**config.mk**
```make
export PLATFORM = sky130hd
export DESIGN_NAME = spike_window_decoder
export DESIGN_NICKNAME = d
export VERILOG_FILES = /design/src/rtl/snn_pkg.sv /design/src/rtl/spike_window_ch.sv /design/src/rtl/spike_window_decoder.sv
export SDC_FILE = /design/constraint.sdc
export NUM_CORES = 1
export LEC_CHECK = 0
export ABC_AREA = 1
export CELL_PAD_IN_SITES_DETAIL_PLACEMENT = 1
export CELL_PAD_IN_SITES_GLOBAL_PLACEMENT = 1
export CORE_UTILIZATION = 41
export CTS_CLUSTER_SIZE = 10
export DETAILED_ROUTE_END_ITERATION = 16
export PLACE_DENSITY = 0.77
export SYNTH_ARGS = -nofsm -noshare
export SYNTH_HDL_FRONTEND = slang
export SYNTH_SLANG_ARGS = --single-unit
```
**constraint.sdc**
```tcl
create_clock -name clk -period 14.06 [get_ports clk]
set_input_delay 2.812 -clock clk [delete_from_list [all_inputs] [get_ports clk]]
set_output_delay 2.812 -clock clk [all_outputs]
set_load 0.005 [all_outputs]
```
**src/rtl/snn_pkg.sv**
```systemverilog
// Shared types, constants and winner selection for the spike window readout.
package snn_pkg;

  typedef enum logic {
    IDLE  = 1'b0,
    COUNT = 1'b1
  } state_t;

  localparam int MAX_CH = 32;
  localparam int MAX_W  = 32;

  // Wide all-ones patterns; users slice them down to their own widths.
  localparam logic [MAX_W-1:0] CNT_MAX  = '1;
  localparam logic [MAX_W-1:0] NO_SPIKE = '1;

  // Argmax over the first n counts; strict '>' keeps the lowest index on ties.
  function automatic int pick_winner(input logic [MAX_CH-1:0][MAX_W-1:0] counts,
                                     input int n);
    int best_idx;
    logic [MAX_W-1:0] best;
    best_idx = 0;
    best = counts[0];
    for (int i = 1; i < MAX_CH; i++) begin
      if (i < n && counts[i] > best) begin
        best = counts[i];
        best_idx = i;
      end
    end
    return best_idx;
  endfunction

endpackage

```
**src/rtl/spike_window_ch.sv**
```systemverilog
// One readout channel: saturating spike counter, saturation flag and, with
// SPIKE_WINDOW_TTFS_EN, the index of the first spike in the window.
module spike_window_ch
  import snn_pkg::*;
#(
  parameter int CNT_W = 8,
  parameter int WIN_W = 8
) (
  input  logic             clk,
  input  logic             rst,
  input  logic             spike,
  input  logic             clear,
  input  logic [WIN_W-1:0] idx,
  output logic [CNT_W-1:0] count_next,
  output logic             sat_next
`ifdef SPIKE_WINDOW_TTFS_EN
  , output logic [WIN_W-1:0] ttfs_next
`endif
);

  localparam logic [CNT_W-1:0] MAX_CNT = CNT_MAX[CNT_W-1:0];

  logic [CNT_W-1:0] count_q;
  logic             sat_q;

  // Next values include this cycle's spike so the top can capture them on the last edge.
  always_comb begin
    count_next = count_q;
    sat_next   = sat_q;
    if (spike && count_q != MAX_CNT) count_next = count_q + CNT_W'(1);
    if (count_next == MAX_CNT) sat_next = 1'b1;
  end

  always_ff @(posedge clk or posedge rst) begin
    if (rst) begin
      count_q <= '0;
      sat_q   <= 1'b0;
    end else if (clear) begin
      count_q <= '0;
      sat_q   <= 1'b0;
    end else begin
      count_q <= count_next;
      sat_q   <= sat_next;
    end
  end

`ifdef SPIKE_WINDOW_TTFS_EN
  localparam logic [WIN_W-1:0] NONE = NO_SPIKE[WIN_W-1:0];

  logic [WIN_W-1:0] ttfs_q;

  assign ttfs_next = (spike && ttfs_q == NONE) ? idx : ttfs_q;

  always_ff @(posedge clk or posedge rst) begin
    if (rst)        ttfs_q <= NONE;
    else if (clear) ttfs_q <= NONE;
    else            ttfs_q <= ttfs_next;
  end
`else
  logic idx_unused;
  assign idx_unused = ^idx;
`endif

endmodule

```
**src/rtl/spike_window_decoder.sv**
```systemverilog
// Windowed spike counter readout with argmax winner and valid/ready result.
// Optional first-spike times are enabled with SPIKE_WINDOW_TTFS_EN.
module spike_window_decoder
  import snn_pkg::*;
#(
  parameter int CHANNELS = 8,
  parameter int CNT_W    = 8,
  parameter int WIN_W    = 8
) (
  input  logic                         clk,
  input  logic                         rst,
  input  logic                         enable,
  input  logic [WIN_W-1:0]             window_len,
  input  logic [CHANNELS-1:0]          spike_in,
  output logic                         out_valid,
  input  logic                         out_ready,
  output logic [CHANNELS*CNT_W-1:0]    out_counts,
  output logic [CHANNELS-1:0]          out_sat,
  output logic [$clog2(CHANNELS)-1:0]  out_winner,
  output logic                         overrun
`ifdef SPIKE_WINDOW_TTFS_EN
  , output logic [CHANNELS*WIN_W-1:0]  out_ttfs
`endif
);

  localparam int IDX_W = $clog2(CHANNELS);

  state_t                       state;
  logic [WIN_W-1:0]             idx;
  logic [WIN_W-1:0]             len_q;
  logic [WIN_W-1:0]             len_eff;
  logic [CHANNELS*CNT_W-1:0]    cnt_nxt;
  logic [CHANNELS-1:0]          sat_nxt;
  logic                         last;
  logic                         load;
  logic                         clear_ch;
  logic                         xfer;
  logic [MAX_CH-1:0][MAX_W-1:0] cnt_vec;
  int                           win_idx;
`ifdef SPIKE_WINDOW_TTFS_EN
  logic [CHANNELS*WIN_W-1:0]    ttfs_nxt;
`endif

  assign len_eff  = (window_len == '0) ? WIN_W'(1) : window_len;
  assign last     = (state == COUNT) && (idx == len_q - WIN_W'(1));
  assign load     = last && enable;
  // Counters restart on the last edge so the next window has no gap cycle.
  assign clear_ch = (state != COUNT) || !enable || last;
  assign xfer     = out_valid && out_ready;

  always_comb begin
    cnt_vec = '0;
    for (int i = 0; i < CHANNELS; i++) begin
      cnt_vec[i] = MAX_W'(cnt_nxt[i*CNT_W +: CNT_W]);
    end
    win_idx = pick_winner(cnt_vec, CHANNELS);
  end

  for (genvar i = 0; i < CHANNELS; i++) begin : g_ch
    spike_window_ch #(
      .CNT_W (CNT_W),
      .WIN_W (WIN_W)
    ) u_ch (
      .clk        (clk),
      .rst        (rst),
      .spike      (spike_in[i]),
      .clear      (clear_ch),
      .idx        (idx),
      .count_next (cnt_nxt[i*CNT_W +: CNT_W]),
      .sat_next   (sat_nxt[i])
`ifdef SPIKE_WINDOW_TTFS_EN
      , .ttfs_next (ttfs_nxt[i*WIN_W +: WIN_W])
`endif
    );
  end

  always_ff @(posedge clk or posedge rst) begin
    if (rst) begin
      state      <= IDLE;
      idx        <= '0;
      len_q      <= WIN_W'(1);
      out_valid  <= 1'b0;
      out_counts <= '0;
      out_sat    <= '0;
      out_winner <= '0;
      overrun    <= 1'b0;
`ifdef SPIKE_WINDOW_TTFS_EN
      out_ttfs   <= '1;
`endif
    end else begin
      case (state)
        IDLE: begin
          if (enable) begin
            state <= COUNT;
            idx   <= '0;
            len_q <= len_eff;
          end
        end
        COUNT: begin
          if (!enable) begin
            state <= IDLE;
            idx   <= '0;
          end else if (last) begin
            idx   <= '0;
            len_q <= len_eff;
          end else begin
            idx <= idx + WIN_W'(1);
          end
        end
        default: state <= IDLE;
      endcase

      // A held, unaccepted result wins over a new one; the new one is lost.
      if (load && (!out_valid || out_ready)) begin
        out_valid  <= 1'b1;
        out_counts <= cnt_nxt;
        out_sat    <= sat_nxt;
        out_winner <= IDX_W'(win_idx);
`ifdef SPIKE_WINDOW_TTFS_EN
        out_ttfs   <= ttfs_nxt;
`endif
      end else begin
        if (load) overrun <= 1'b1;
        if (xfer) out_valid <= 1'b0;
      end
    end
  end

endmodule

```
==> results of run 1 <==
-- metal layers --
| metal | vias up | part of all wire | wire [microns] |
|---|---|---|---|
| met2 | 112 | 0.50 | 11800 |
| met5 | - | 0 | 0 |
| met3 | 30 | 0.023 | 550 |
| met1 | 3830 | 0.46 | 10900 |
| met4 | 0 | 0.016 | 378 |
| li1 | 3893 | - | - |
-- cells in the final DEF (no fill, tap or decap), types with 3 or more instances in the layout --
cell,netlist,routed
inv_1,149,147
o21bai_1,5,5
o21ai_0,117,117
nand4_1,23,23
and3_1,4,4
buf_4,1,4
a211oi_1,6,5
xnor2_1,17,17
nor3_1,14,14
inv_8,0,3
ha_1,60,60
clkinv_4,0,4
o22ai_1,5,5
nor2_1,122,122
and2_1,9,9
dfrtp_1,165,165
xor2_1,57,57
nand2_4,5,7
inv_6,0,4
nand2_2,22,20
nor4_1,12,12
nand3_1,57,57
a31oi_1,3,3
nand2_1,218,218
nor2_2,3,3
a21oi_1,19,19
nor3b_1,3,3
clkbuf_16,0,17
o21ai_1,7,7
clkdlybuf4s50_1,0,96
-- metrics by stage --
step                      cells  power, W  cell area [sq um]
after floorplan            1151  0.000888               9410
after global placement     1505   0.00100              10600
after detailed placement   1505   0.00103              10600
after CTS                  1537   0.00149              11200
after global routing       1537   0.00159              11200
final                      1537   0.00148              11200
-- critical path, delay by kind of cell --
family / cells / cell delay (ns)
simple gates: 31 / 3.48
compound gates: 21 / 3.33
fa+ha+maj: 7 / 2.17
buf+inv: 6 / 1.19
xor+xnor: 1 / 0.20
-- sequential cells by signal (all words and copies together), names as in the netlist --
register and cells:
g_ch.u_ch.sat_q 8, state 1, out_winner 3, out_valid 1
out_sat 8, overrun 1, g_ch.u_ch.count_q 64, idx 8
len_q 8, out_counts 64
-- cells by family (layout without fill, tap and decap cells) --
| group | count (synthesis) | after routing | synth area share |
|---|---|---|---|
| fa+ha+maj | 60 | 60 | 0.0798 |
| compound gates | 169 | 169 | 0.0972 |
| flops | 166 | 166 | 0.442 |
| xor+xnor | 74 | 74 | 0.0689 |
| simple gates | 500 | 500 | 0.238 |
| buf+inv | 182 | 283 | 0.0742 |
-- what timing repair did --
item | CTS | global route
resized for setup | 0 | 5
buffers inserted | 0 | 0
endpoints found under the setup margin | 0 | 3
-- power breakdown --
| part | switching, W | internal [W] | total [W] | leakage (nW) |
|---|---|---|---|---|
| logic | 0.000316 | 0.000200 | 0.000516 | 2.79 |
| registers | 0.0000177 | 0.000499 | 0.000516 | 2.29 |
| clock network | 0.000215 | 0.000232 | 0.000447 | 0.267 |
-- layout make-up --
| type | instances | share of cell area |
|---|---|---|
| Clock inverter | 14 | 0.0107 |
| Timing Repair Buffer | 100 | 0.0884 |
| Inverter | 151 | 0.0512 |
| Clock buffer | 18 | 0.0383 |
| Multi-Input combinational cell | 803 | 0.409 |
| Tap cell | 285 | 0.0318 |
| Sequential cell | 166 | 0.371 |
-- worst paths after layout --
path / startpoint / endpoint / slack [ns] / cells past startpoint
hold reg to reg: overrun / overrun / 0.48 / 1
setup reg to reg: g_ch[1].u_ch.count_q[0] / out_winner[2] / 3.22 / 69
setup / recovery: spike_in[1] / out_winner[2] / 1.15 / 66
min in group asynchronous: rst / out_counts[35] / 2.94 / 2
max in group asynchronous: rst / idx[1] / 9.65 / 3
hold / removal: overrun / overrun / 0.48 / 1
==> results by group, run 1 <==
Global routing
  • Met2 global-route usage: 0.382
  • Antenna violations before repair: 0
  • Top Usage Layer GRT: met2
  • GRT met3 Usage: 0.0366
  • Gr usage total: 0.215
  • Remaining global-route overflow: 0
  • Largest net degree at the start of global routing: 103
  • Global-route wire length before repair: 40,700 microns
  • Vias in the first global route: 8,361
  • Met1 global-route usage: 0.268

Setup path
  • Slowest-stage cell, CP: clkdlybuf4s50_1
  • CP max stage delay: 0.57 ns
  • Arrival time of the worst setup path: 13.24 ns
  • Most Frequent Cell on Critical Path: nor2_1
  • Crit path kind: primary input to flop
  • Critical Path Sink Type: flop
  • CP Launch Type: primary input
  • Data required time of the worst path: 14.39 ns
  • Worst-path fanout max: 17

Synth
  • Largest cells by area after synthesis: dfrtp_1 (44%), nand2_1 (8.7%), ha_1 (8.0%)
  • Most frequent cell after synthesis: nand2_1
  • Top cell type's share of synthesized area: 0.439
  • Synthesized flop and latch total: 166
  • Top FF cell, synth: dfrtp_1
  • Ys Warns: 0
  • Cell taking the most area after synthesis: dfrtp_1
  • Post-synthesis cell type count: 43
  • Async S/R FF share, synth: 1.00
  • Synth cell count leaders: nand2_1 (218), dfrtp_1 (165), inv_1 (149)
  • EDFF count, synth: 0
  • Synth Cell Area: 9410 sq um
  • Syn nets: 1,231
  • Seq/Total Area, Yosys: 0.442
  • Syn_area_per_cell: 8.17 sq um
  • Synth Instances: 1,151

Die
  • DIE WIDTH: 153 microns
  • DIE HEIGHT: 153 microns
  • Row cnt: 55
  • Initial Util: 0.417
  • Total core area: 22,600 sq um
  • Die area: 23,600 sq um
  • # IOs: 97

Drt
  • Drt pass-1 iters: 4
  • DR DRC count: 0
  • DRT iter0 DRCs: 270
  • Vias/cell: 5.12
  • Vias: 7,865
  • Drt total wl: 23,700 microns
  • Remaining antenna violation count: 0
  • WL/cell: 15.4 microns

Pwr
  • Maximum vdd ir drop: 0.0000730 V
  • Leakage: 5.35 nW
  • Pwr per Cell Area: 132 nW/um^2

Timing
  • Crit path time final: 12.91 ns
  • Setup TNS: 0 ns
  • Setup WS post-layout: 1.15 ns
  • Final setup fails: 0
  • Skew final: 0.0142 ns
  • Final Hold Vio Count: 0
  • RSZ-0062 raised after global routing: false
  • Worst slew pin tran: 1.11 ns
  • Final period util: 0.918
  • Slew Viols, Final: 0
  • Worst hold slack: 0.480 ns
  • Slew HR: 0.252
  • Fmax: 0.0775 GHz

CTS
  • Depth of the CTS H-tree: 4
  • Clk root buf: clkbuf_16
  • Clk pin slew, worst setup/hold paths: 0.08 ns
  • Sink Count: 166
  • CTS tree: built
  • Inserted Clock Buffers: 17
  • Worst-Skew Late Latency: 0.43 ns
  • Hold_buf cts: 0
  • Max Root-Sink Buffers: 2

Final layout
  • Post-Route Utilization: 0.497
  • Antenna cell count: 0
  • Syn-to-layout area delta: 19.2%
  • Layout cell share with drive strength beyond 1: 0.0631
  • Multi-input combinational cell area: 4590 sq um
  • Layout net count: 1,319
  • Fill count: 2,734
  • Reg area: 4160 sq um

Placement
  • Gpl congestion: 0.814
  • DPL Wire Length: 17,300 microns
  • Place WS: 0.429 ns
  • # port buffers: 96

Worst hold path
  • Hold Path Class: flop to flop

Run status
  • Status: completed

Flow run
  • Max-Cap Viols: 0
Power figures use the tool's default switching activity.
==> run 2, diff against run 1 <==
--- a/config.mk
+++ b/config.mk
@@ -11,6 +11,7 @@
 export CORE_UTILIZATION = 41
 export CTS_CLUSTER_SIZE = 10
 export DETAILED_ROUTE_END_ITERATION = 16
+export GPL_ROUTABILITY_DRIVEN = 1
 export PLACE_DENSITY = 0.77
 export SYNTH_ARGS = -nofsm -noshare
 export SYNTH_HDL_FRONTEND = slang
==> constraint.sdc (replaced) <==
create_clock -name clk -period 14.06 [get_ports clk]
set_input_delay 2.812 -clock clk [delete_from_list [all_inputs] [get_ports clk]]
set_output_delay 2.812 -clock clk [all_outputs]
set_load 0.05 [all_outputs]
==> results of run 2 <==
The final DEF is identical to that of run 1. Status: completed.
Main changes from that run: total power 0.00148 W -> 0.00153 W
==> run 3, diff against run 2 <==
--- a/config.mk
+++ b/config.mk
@@ -8,11 +8,13 @@
 export ABC_AREA = 1
 export CELL_PAD_IN_SITES_DETAIL_PLACEMENT = 1
 export CELL_PAD_IN_SITES_GLOBAL_PLACEMENT = 1
+export CORE_ASPECT_RATIO = 0.8
 export CORE_UTILIZATION = 41
 export CTS_CLUSTER_SIZE = 10
 export DETAILED_ROUTE_END_ITERATION = 16
 export GPL_ROUTABILITY_DRIVEN = 1
 export PLACE_DENSITY = 0.77
+export SLEW_MARGIN = 10
 export SYNTH_ARGS = -nofsm -noshare
 export SYNTH_HDL_FRONTEND = slang
 export SYNTH_SLANG_ARGS = --single-unit
==> results by group, run 3 (synthesized netlist as in run 1, its figures left out) <==
Pwr
  • Logic pwr share: 0.352
  • Clock Power Share: 0.321
  • Internal Power: 0.000992 W
  • Net Switching: 0.000587 W
  • Power share of the sequential group: 0.327
  • Maximum vdd ir drop: 0.0000708 V
  • Leakage: 5.41 nW (+1.1%)
  • Sw frac: 0.372
  • Pwr per Cell Area: 139 nW/um^2
  • Design Power: 0.00158 W

Placement
  • Post-Place Cells: 1,529 (+1.6%)
  • Gpl congestion: 0.866 (+6.4%)
  • DP Area: 10,700 sq um (+0.46%)
  • DPL Wire Length: 18,400 microns (+6.3%)
  • # port buffers: 96 (unchanged)

Setup path
  • CP startpoint: spike_in[1]
  • CP max stage delay: 0.58 ns (about the same)
  • Critical Path Sink: out_winner[2]
  • Worst-path fanout max: 18 (+1)
  • Slowest-stage cell, CP: clkdlybuf4s50_1
  • Most Frequent Cell on Critical Path: nand2_1
  • Crit path kind: primary input to flop
  • CP Launch Type: primary input
  • Worst r2r path cells: 72 (+4.3%)
  • Arrival time of the worst setup path: 13.46 ns (+0.22 ns)
  • Critical Path Sink Type: flop
  • Worst reg2reg startpoint: g_ch[1].u_ch.count_q[0]
  • Reg2reg setup slack: 3.06 ns (-0.16 ns)
  • Data required time of the worst path: 14.44 ns (+0.05 ns)
  • Reg2reg end: out_winner[2]

Drt
  • Drt total wl: 25,200 microns (+6.3%)
  • Vias: 7,913 (+0.61%)
  • DR DRC count: 0 (unchanged)
  • Remaining antenna violation count: 0 (unchanged)
  • DRT iter0 DRCs: 363 (+34%)
  • Vias/cell: 5.07 (-0.94%)
  • Drt pass-1 iters: 4 (unchanged)
  • WL/cell: 16.1 microns (+4.6%)

CTS
  • Sink Count: 166 (unchanged)
  • Resize count post-CTS: 0 (unchanged)
  • Inserted Clock Buffers: 17 (unchanged)
  • Max Root-Sink Buffers: 2 (unchanged)
  • Clk root buf: clkbuf_16
  • Clk pin slew, worst setup/hold paths: 0.07 ns (about the same)
  • Depth of the CTS H-tree: 4 (unchanged)
  • Worst-Skew Late Latency: 0.43 ns (about the same)
  • Hold_buf cts: 0 (unchanged)
  • CTS tree: built
  • Postcts setup bufs: 0 (unchanged)

Global routing
  • Vias in the first global route: 8,370 (+0.11%)
  • Gr usage total: 0.231 (+0.0157)
  • Remaining global-route overflow: 0 (unchanged)
  • Antenna violations before repair: 0 (unchanged)
  • Largest net degree at the start of global routing: 87 (-16%)
  • Global-route wire length before repair: 42,300 microns (+3.8%)

Die
  • Row cnt: 49 (-11%)
  • # IOs: 97 (unchanged)
  • Initial Util: 0.418 (+0.00132)
  • Total core area: 22,500 sq um (-0.32%)
  • DIE WIDTH: 171 microns (+12%)
  • Die area: 23,600 sq um (about the same)
  • DIE HEIGHT: 137 microns (-10%)

Worst hold path
  • Hold Path Class: flop to flop

Final layout
  • Fill count: 2,700 (-1.2%)
  • Most common cell after layout, fill and taps aside: nand2_1
  • Finished Layout Cells: 1,561 (+1.6%)
  • Layout cell share with drive strength beyond 1: 0.0677 (+0.00463)
  • Regs by FF count: g_ch.u_ch.count_q x64, out_counts x64
  • Commonest non-fill, non-tap cells in the layout: nand2_1 (218), dfrtp_1 (165), inv_1 (147)
  • Fin area: 11,300 sq um (+1.0%)
  • Syn-to-layout area delta: 20.5%
  • Antenna cell count: 0 (unchanged)
  • Layout net count: 1,322 (+0.23%)

Timing
  • Final Hold Vio Count: 0 (unchanged)
  • Fmax: 0.0764 GHz (-1.4%)
  • Skew final: 0.00954 ns (-0.00468 ns)
  • Crit path time final: 13.08 ns (+0.177 ns)
  • Slew HR: 0.382 (+0.130)
  • Worst slew pin tran: 0.927 ns (-0.183 ns)
  • Final setup fails: 0 (unchanged)
  • Final period util: 0.930 (+0.0126)
  • Slew Viols, Final: 0 (unchanged)

Flow run
  • Max-Cap Viols: 0 (unchanged)

Run status
  • Status: completed
run 3: cell types whose count changed in the layout (fill, tap and decap cells not counted), moves of 3 or more:
cell       before  now
bufinv_16       0    3
inv_8           3    0
o21ai_0       117  114
buf_4           4    7
clkbuf_8        0    3
o21ai_1         7   10
run 3: critical path: cells and delay by family:
kind | cells | cell delay [ns]
simple gates | 38 | 4.33
compound gates | 14 | 2.49
fa+ha+maj | 7 | 2.21
buf+inv | 9 | 1.37
xor+xnor | 1 | 0.20
run 3: power groups by stage:
stage	sequential, W	combinational [W]	clock [W]
6_report	0.000516	0.000556	0.000507
5_1_grt	0.000518	0.000629	0.000536
4_1_cts	0.000516	0.000556	0.000518
3_5_place_dp	0.000525	0.000550	0
3_3_place_gp	0.000524	0.000526	0
2_1_floorplan	0.000566	0.000366	0
run 3: layout make-up:
| type | instances | area (sq um) | share of cell area |
|---|---|---|---|
| Multi-Input combinational cell | 803 | 4570 | 0.404 |
| Inverter | 151 | 574 | 0.0507 |
| Clock buffer | 20 | 467 | 0.0412 |
| Tap cell | 306 | 383 | 0.0338 |
| Sequential cell | 166 | 4160 | 0.367 |
| Clock inverter | 12 | 164 | 0.0145 |
| Timing Repair Buffer | 103 | 1010 | 0.0894 |
run 3: worst min-delay path by stage:
stage	start	end	slack [ns]	cells after the start
final	out_counts[30]	out_counts[30]	0.48	2
after global routing	out_counts[48]	out_counts[48]	0.51	2
after CTS	out_counts[30]	out_counts[30]	0.49	2
after detailed placement	overrun	overrun	0.47	1
after global placement	g_ch[3].u_ch.sat_q	g_ch[3].u_ch.sat_q	0.46	2
after floorplan	g_ch[2].u_ch.sat_q	g_ch[2].u_ch.sat_q	0.45	2
run 3: layer usage:
metal	track usage	up-vias	part of all wire
li1	-	3904	-
met1	0.308	3868	0.48
met2	0.386	118	0.48
met3	0.0405	23	0.031
met4	0.0660	0	0.012
met5	0	-	0
run 3: through the flow:
| stage | TNS [ns] | hold WS [ns] | util | worst slack (ns) |
|---|---|---|---|---|
| 4_1_cts | 0 | 0.490 | 0.503 | 0.824 |
| 6_report | 0 | 0.482 | 0.504 | 0.978 |
| 2_1_floorplan | 0 | 0.446 | - | 1.92 |
| 3_3_place_gp | 0 | 0.463 | 0.475 | 0.955 |
| 5_1_grt | -0.00193 | 0.510 | 0.504 | -0.00193 |
| 3_5_place_dp | 0 | 0.466 | 0.475 | 0.411 |
